$ cat src/rtl/muldiv_hilo_unit.sv
// rtl/muldiv_hilo_unit.sv - iterative multiply/divide unit with architectural HI/LO registers
module muldiv_hilo_unit #(
    parameter int WIDTH = 32,
    parameter int CNT_W = 6
) (
    input  logic             clk,
    input  logic             rst,
    input  logic             start,
    input  logic [2:0]       op,
    input  logic [WIDTH-1:0] a,
    input  logic [WIDTH-1:0] b,
    output logic             busy,
    output logic             done,
    output logic             div_by_zero,
    output logic [WIDTH-1:0] hi,
    output logic [WIDTH-1:0] lo
);

    localparam logic [1:0] S_IDLE = 2'd0;
    localparam logic [1:0] S_CALC = 2'd1;
    localparam logic [1:0] S_FIX  = 2'd2;

    localparam logic [2:0] OP_MULT  = 3'b000;
    localparam logic [2:0] OP_MULTU = 3'b001;
    localparam logic [2:0] OP_DIV   = 3'b010;
    localparam logic [2:0] OP_DIVU  = 3'b011;
    localparam logic [2:0] OP_MTHI  = 3'b100;
    localparam logic [2:0] OP_MTLO  = 3'b101;

    logic [1:0]         state_q, state_d;
    logic [CNT_W-1:0]   cnt_q, cnt_d;
    logic [2*WIDTH-1:0] acc_q, acc_d;
    logic [WIDTH-1:0]   opnd_q, opnd_d;
    logic [WIDTH-1:0]   a_raw_q, a_raw_d;
    logic               is_div_q, is_div_d;
    logic               neg_res_q, neg_res_d;
    logic               neg_rem_q, neg_rem_d;
    logic               dz_q, dz_d;
    logic [WIDTH-1:0]   hi_q, hi_d;
    logic [WIDTH-1:0]   lo_q, lo_d;
    logic               done_q, done_d;
    logic               dbz_q, dbz_d;

    logic               signed_op;
    logic               a_neg, b_neg;
    logic [WIDTH-1:0]   a_mag, b_mag;
    logic [WIDTH:0]     add_sum;
    logic [WIDTH:0]     rem_sh;
    logic [WIDTH:0]     diff;
    logic [2*WIDTH-1:0] mul_next, div_next;
    logic [2*WIDTH-1:0] prod_fix;
    logic [WIDTH-1:0]   quo_fix, rem_fix;

    // Magnitudes are unsigned WIDTH-bit values, so the most negative input maps onto itself
    always_comb begin
        signed_op = (op == OP_MULT) || (op == OP_DIV);
        a_neg     = signed_op && a[WIDTH-1];
        b_neg     = signed_op && b[WIDTH-1];
        a_mag     = a_neg ? -a : a;
        b_mag     = b_neg ? -b : b;
    end

    always_comb begin
        add_sum  = {1'b0, acc_q[2*WIDTH-1:WIDTH]} + {1'b0, (acc_q[0] ? opnd_q : {WIDTH{1'b0}})};
        mul_next = {add_sum, acc_q[WIDTH-1:1]};
        rem_sh   = acc_q[2*WIDTH-1:WIDTH-1];
        diff     = rem_sh - {1'b0, opnd_q};
        // diff[WIDTH] set means the trial subtraction borrowed: restore and shift in a 0
        div_next = diff[WIDTH] ? {rem_sh[WIDTH-1:0], acc_q[WIDTH-2:0], 1'b0}
                               : {diff[WIDTH-1:0], acc_q[WIDTH-2:0], 1'b1};
        prod_fix = neg_res_q ? -acc_q : acc_q;
        quo_fix  = neg_res_q ? -acc_q[WIDTH-1:0] : acc_q[WIDTH-1:0];
        rem_fix  = neg_rem_q ? -acc_q[2*WIDTH-1:WIDTH] : acc_q[2*WIDTH-1:WIDTH];
    end

    always_comb begin
        state_d   = state_q;
        cnt_d     = cnt_q;
        acc_d     = acc_q;
        opnd_d    = opnd_q;
        a_raw_d   = a_raw_q;
        is_div_d  = is_div_q;
        neg_res_d = neg_res_q;
        neg_rem_d = neg_rem_q;
        dz_d      = dz_q;
        hi_d      = hi_q;
        lo_d      = lo_q;
        done_d    = 1'b0;
        dbz_d     = 1'b0;
        case (state_q)
            S_IDLE: begin
                if (start) begin
                    case (op)
                        OP_MTHI: begin
                            hi_d   = a;
                            done_d = 1'b1;
                        end
                        OP_MTLO: begin
                            lo_d   = a;
                            done_d = 1'b1;
                        end
                        OP_MULT, OP_MULTU: begin
                            acc_d     = {{WIDTH{1'b0}}, b_mag};
                            opnd_d    = a_mag;
                            is_div_d  = 1'b0;
                            neg_res_d = a_neg ^ b_neg;
                            neg_rem_d = 1'b0;
                            dz_d      = 1'b0;
                            cnt_d     = '0;
                            state_d   = S_CALC;
                        end
                        OP_DIV, OP_DIVU: begin
                            acc_d     = {{WIDTH{1'b0}}, a_mag};
                            opnd_d    = b_mag;
                            a_raw_d   = a;
                            is_div_d  = 1'b1;
                            neg_res_d = a_neg ^ b_neg;
                            neg_rem_d = a_neg;
                            dz_d      = (b == '0);
                            cnt_d     = '0;
                            state_d   = S_CALC;
                        end
                        default: ;
                    endcase
                end
            end
            S_CALC: begin
                acc_d = is_div_q ? div_next : mul_next;
                cnt_d = cnt_q + 1'b1;
                if (cnt_q == CNT_W'(WIDTH - 1)) begin
                    state_d = S_FIX;
                end
            end
            S_FIX: begin
                if (!is_div_q) begin
                    hi_d = prod_fix[2*WIDTH-1:WIDTH];
                    lo_d = prod_fix[WIDTH-1:0];
                end else if (dz_q) begin
                    hi_d  = a_raw_q;
                    lo_d  = {WIDTH{1'b1}};
                    dbz_d = 1'b1;
                end else begin
                    hi_d = rem_fix;
                    lo_d = quo_fix;
                end
                done_d  = 1'b1;
                state_d = S_IDLE;
            end
            default: state_d = S_IDLE;
        endcase
    end

    always_ff @(posedge clk) begin
        if (rst) begin
            state_q   <= S_IDLE;
            cnt_q     <= '0;
            acc_q     <= '0;
            opnd_q    <= '0;
            a_raw_q   <= '0;
            is_div_q  <= 1'b0;
            neg_res_q <= 1'b0;
            neg_rem_q <= 1'b0;
            dz_q      <= 1'b0;
            hi_q      <= '0;
            lo_q      <= '0;
            done_q    <= 1'b0;
            dbz_q     <= 1'b0;
        end else begin
            state_q   <= state_d;
            cnt_q     <= cnt_d;
            acc_q     <= acc_d;
            opnd_q    <= opnd_d;
            a_raw_q   <= a_raw_d;
            is_div_q  <= is_div_d;
            neg_res_q <= neg_res_d;
            neg_rem_q <= neg_rem_d;
            dz_q      <= dz_d;
            hi_q      <= hi_d;
            lo_q      <= lo_d;
            done_q    <= done_d;
            dbz_q     <= dbz_d;
        end
    end

    assign busy        = (state_q != S_IDLE);
    assign done        = done_q;
    assign div_by_zero = dbz_q;
    assign hi          = hi_q;
    assign lo          = lo_q;

endmodule

$ cat config.mk
export PLATFORM = sky130hd
export DESIGN_NAME = muldiv_hilo_unit
export DESIGN_NICKNAME = d
export VERILOG_FILES = /design/src/rtl/muldiv_hilo_unit.sv
export SDC_FILE = /design/constraint.sdc
export NUM_CORES = 1
export LEC_CHECK = 0
export CAP_MARGIN = 20
export CORE_ASPECT_RATIO = 0.5
export CORE_MARGIN = 1
export CORE_UTILIZATION = 60
export CTS_CLUSTER_SIZE = 28
export DETAILED_ROUTE_END_ITERATION = 16
export GPL_TIMING_DRIVEN = 0
export PLACE_DENSITY_LB_ADDON = 0.05
export RECOVER_POWER = 50
export SYNTH_ARGS = -nofsm -noshare
export SYNTH_HDL_FRONTEND = slang
export SYNTH_SLANG_ARGS = --single-unit
$ cat constraint.sdc
create_clock -name clk -period 9.6 [get_ports clk]
set_clock_uncertainty 0.1 [all_clocks]
set_input_delay 1.44 -clock clk [delete_from_list [all_inputs] [get_ports clk]]
set_output_delay 1.44 -clock clk [all_outputs]
set_load 0.005 [all_outputs]
==> flow_summary_export.csv <==
group,metric,value,unit
outcome,status,"finished with violations",
outcome,violations,"max-capacitance violations, max-slew violations",
global_routing,grt_overflow,0,
setup_path,r2r_slack,4700,ps
synthesis,avgSynthCellArea,7.13,sq um
pwr,p_clk_share,35.1,%
floorplan,floorplan.initialDensity,62.2,%
pwr,switchingPower,797,uW
sta,post-route-min-period,4900,ps
synthesis,synthArstFlopShare,0,%
global_routing,grt_use_total,47.6,%
sta,fin_tns_setup,0,ps
setup_path,cp.required,9880,ps
setup_path,cp_common_cell,"clkbuf_1",
synthesis,synth_flop_cell,"dfxtp_1",
drt,drt_iter0_drc,3090,
clock_network,numClockSinks,206,
flow_run,drv_cap,1,
sta,rsz0062_at_grt,"no",
global_routing,antenna_found_initial,0,
sta,drv_slew,10,
synthesis,synth_area,16800,sq um
min_path,hold_depth,2,
drt,drc_errors,0,
clock_network,cts_resized,0,
global_routing,grt_pass1_vias,17552,
clock_network,hold_buffers,0,
setup_path,arrival,5180,ps
setup_path,cp_max_fo,10,
min_path,min_path_type,"register to register",
pwr,peakVddDrop,0.000116,V
pwr,p_sw_share,34.4,%
global_routing,grt_max_degree,16,
sta,finalHoldViolations,0,
setup_path,crit_chain,"clkbuf_1, inv_1, fa_1, nand2b_1, a21oi_1, o21ai_0, a21o_1, a311oi_1, nand3_1, clkbuf_1, clkbuf_1, a32oi_1, o221ai_1",
synthesis,synth-seq-cells,206,
placed_design,gp_congestion,1.11,
drt,first_pass_iters,6,
floorplan,die_area,28700,sq um
clock_network,clockBufferDepth,3,
drt,postRouteAntennaNets,0,
clock_network,cts_tree,"yes",
synthesis,synth-edff-count,0,
sta,fmax,204,MHz
setup_path,endpoint_kind,"register",
floorplan,die_h,120,um
final_layout,nNetsFinal,2642,
clock_network,cts_buffers,20,
final_layout,synthToLayoutAreaGrowth,14.0,%
setup_path,r2r-start,"acc_q[32]",
clock_network,cts_root_buf,"clkbuf_16",
drt,vias,19491,
placed_design,port_buffers,124,
synthesis,ys_warn_count,0,
floorplan,coreArea,27000,sq um
sta,min_period_over_period,51.1,%
placed_design,dp_hpwl,54100,um
setup_path,ff2ff_path_depth,13,
drt,vias_per_cell,6.75,
synthesis,yosysSeqAreaShare,24.6,%
pwr,power_frac_comb,24.8,%
floorplan,rows,42,
floorplan,die_w,238,um
placed_design,place_ws,4570,ps
clock_network,cts_setup_buffers,0,
sta,fin_ws,4700,ps
sta,relSlewSlack,-21.2,%
clock_network,worstSkewPairLatency,540,ps
final_layout,drive_above_1_share,3.03,%
pwr,p_int,1520,uW
global_routing,grt_pass1_wl,103000,um
sta,setup_viol,0,
clock_network,cts-htree-levels,1,
clock_network,clk_pin_slew,70,ps
min_path,whs_endpoint,"lo[14]",
setup_path,critPathSlowestCell,"fa_1",
setup_path,crit_type,"register to register",
pwr,p_leak,0.00728,uW
drt,wl,70100,um
setup_path,path_buf_inv,4,
floorplan,io_pins,137,
sta,tightest_slew,1800,ps
setup_path,critical_path.max_stage_delay,510,ps
setup_path,start_kind,"register",
synthesis,synth_cells,2353,
synthesis,synth_nets,2494,
pwr,pwr-share-seq,40.1,%
pwr,powerDensity,121,nW/um^2
min_path,worstHoldStart,"lo[14]",
synthesis,synth_cell_types,80,
setup_path,path_delay_family,"compound AO/OA/AOI/OAI gates",
setup_path,r2r-end,"acc_q[62]",
drt,wire_per_inst,24.3,um
-- kinds of logic (layout without fill, tap and decap cells) --
kind of cell / Yosys count / after routing / synth area share, %
buffers and inverters: 253 / 410 / 5.77
AOI/OAI and AO/OA: 714 / 714 / 27.4
xor gates and xnor gates: 191 / 191 / 9.98
adders and majority gates: 71 / 71 / 5.39
DFF: 206 / 206 / 24.6
muxes: 66 / 66 / 4.02
and+or+nand+nor: 852 / 852 / 22.9
other: 0 / 3 / 0
-- metrics by stage --
step | util, % | cell area, sq um | hold slack [ps] | total power [uW] | cells
finish | 70.9 | 19100 | 352 | 2320 | 2887
global route | 70.9 | 19100 | 364 | 2370 | 2884
CTS | 70.9 | 19100 | 352 | 2270 | 2883
detailed placement | 68.6 | 18500 | 344 | 1490 | 2852
global placement | 68.5 | 18500 | 337 | 1480 | 2851
floorplan | - | 16800 | 325 | 1290 | 2353
-- registers in the layout (all words and copies together) (netlist names) --
name,count
a_raw_q,32
acc_q,64
cnt_q,6
div_by_zero,1
done,1
dz_q,1
hi,32
is_div_q,1
lo,32
neg_rem_q,1
neg_res_q,1
opnd_q,32
state_q,2
-- final cells by class --
cell class | instances | area [sq um]
Antenna cell | 3 | 7.51
Buffer | 188 | 719
Clock buffer | 25 | 549
Clock inverter | 6 | 71.3
Fill cell | 2453 | 7850
Inverter | 65 | 244
Multi-Input combinational cell | 1894 | 11700
Sequential cell | 206 | 4120
Tap cell | 374 | 468
Timing Repair Buffer | 126 | 1250
-- worst max path at each step --
stage | cells after the start | to | startpoint
CTS | 13 | acc_q[62] | acc_q[32]
detailed placement | 10 | opnd_q[28] | b[11]
finish | 13 | acc_q[62] | acc_q[32]
global route | 13 | acc_q[62] | acc_q[32]
floorplan | 9 | opnd_q[29] | b[11]
global placement | 9 | opnd_q[25] | a[2]
-- placed cells by master, fill, tap and decap left out, types with 12 or more instances in the layout --
| cell type | synthesis | routed |
|---|---|---|
| ha_1 | 69 | 69 |
| clkbuf_1 | 168 | 173 |
| a21o_1 | 35 | 35 |
| mux2i_1 | 55 | 55 |
| or3_1 | 21 | 21 |
| clkbuf_16 | 0 | 20 |
| o41ai_1 | 13 | 13 |
| dlygate4sd3_1 | 0 | 68 |
| or4_1 | 20 | 20 |
| a311oi_1 | 25 | 25 |
| o21a_1 | 12 | 12 |
| nor3_1 | 50 | 50 |
| o31ai_1 | 38 | 38 |
| dfxtp_1 | 206 | 206 |
| o211ai_1 | 25 | 25 |
| inv_1 | 64 | 64 |
| xnor2_1 | 101 | 101 |
| a211oi_1 | 20 | 20 |
| a21oi_1 | 215 | 215 |
| o21ai_0 | 163 | 163 |
| clkdlybuf4s50_1 | 0 | 56 |
| o221ai_1 | 33 | 33 |
| nand2_1 | 405 | 405 |
| nand2b_1 | 27 | 27 |
| a31oi_1 | 31 | 31 |
| xor2_1 | 90 | 90 |
| nand3_1 | 51 | 51 |
| nor2_1 | 190 | 190 |
| a221o_1 | 14 | 14 |
| nor4_1 | 17 | 16 |
-- cells in the mapped netlist, types with 27 or more instances --
master | number | share of area [%]
inv_1 | 64 | 1.4
a21o_1 | 35 | 1.6
nand2b_1 | 27 | 1.0
nor3_1 | 50 | 1.5
xnor2_1 | 101 | 5.3
ha_1 | 69 | 5.1
mux2i_1 | 55 | 3.3
clkbuf_1 | 168 | 3.8
nor2_1 | 190 | 4.3
xor2_1 | 90 | 4.7
a21oi_1 | 215 | 6.4
o21ai_0 | 163 | 4.9
o31ai_1 | 38 | 1.7
a31oi_1 | 31 | 1.2
dfxtp_1 | 206 | 25
o221ai_1 | 33 | 1.7
nand3_1 | 51 | 1.5
nand2_1 | 405 | 9.1
-- layer usage --
metal | up-vias | share of wire (%) | GRT usage (%) | wire length [um]
met2 | 1457 | 40 | 69.1 | 28000
met1 | 9008 | 39 | 62.1 | 27200
met4 | 2 | 4.3 | 18.5 | 2990
met5 | - | 0.057 | 0 | 40
li1 | 8724 | - | - | -
met3 | 300 | 17 | 20.0 | 11900
-- power groups by stage --
| stage | logic, uW | clock network, uW | registers [uW] |
|---|---|---|---|
| 6_report | 575 | 812 | 928 |
| 5_1_grt | 606 | 833 | 928 |
| 4_1_cts | 548 | 800 | 924 |
| 3_5_place_dp | 544 | 0 | 943 |
| 3_3_place_gp | 538 | 0 | 943 |
| 2_1_floorplan | 359 | 0 | 927 |
-- worst register-to-register path: stages (launching register included) --
cell and delay (ps):
dfxtp_1 380, clkbuf_1 450, inv_1 220, fa_1 510, nand2b_1 200, a21oi_1 190
o21ai_0 230, a21o_1 260, a311oi_1 450, nand3_1 420, clkbuf_1 440, clkbuf_1 440
a32oi_1 320, o221ai_1 150
(Power assumes the default switching activity.)
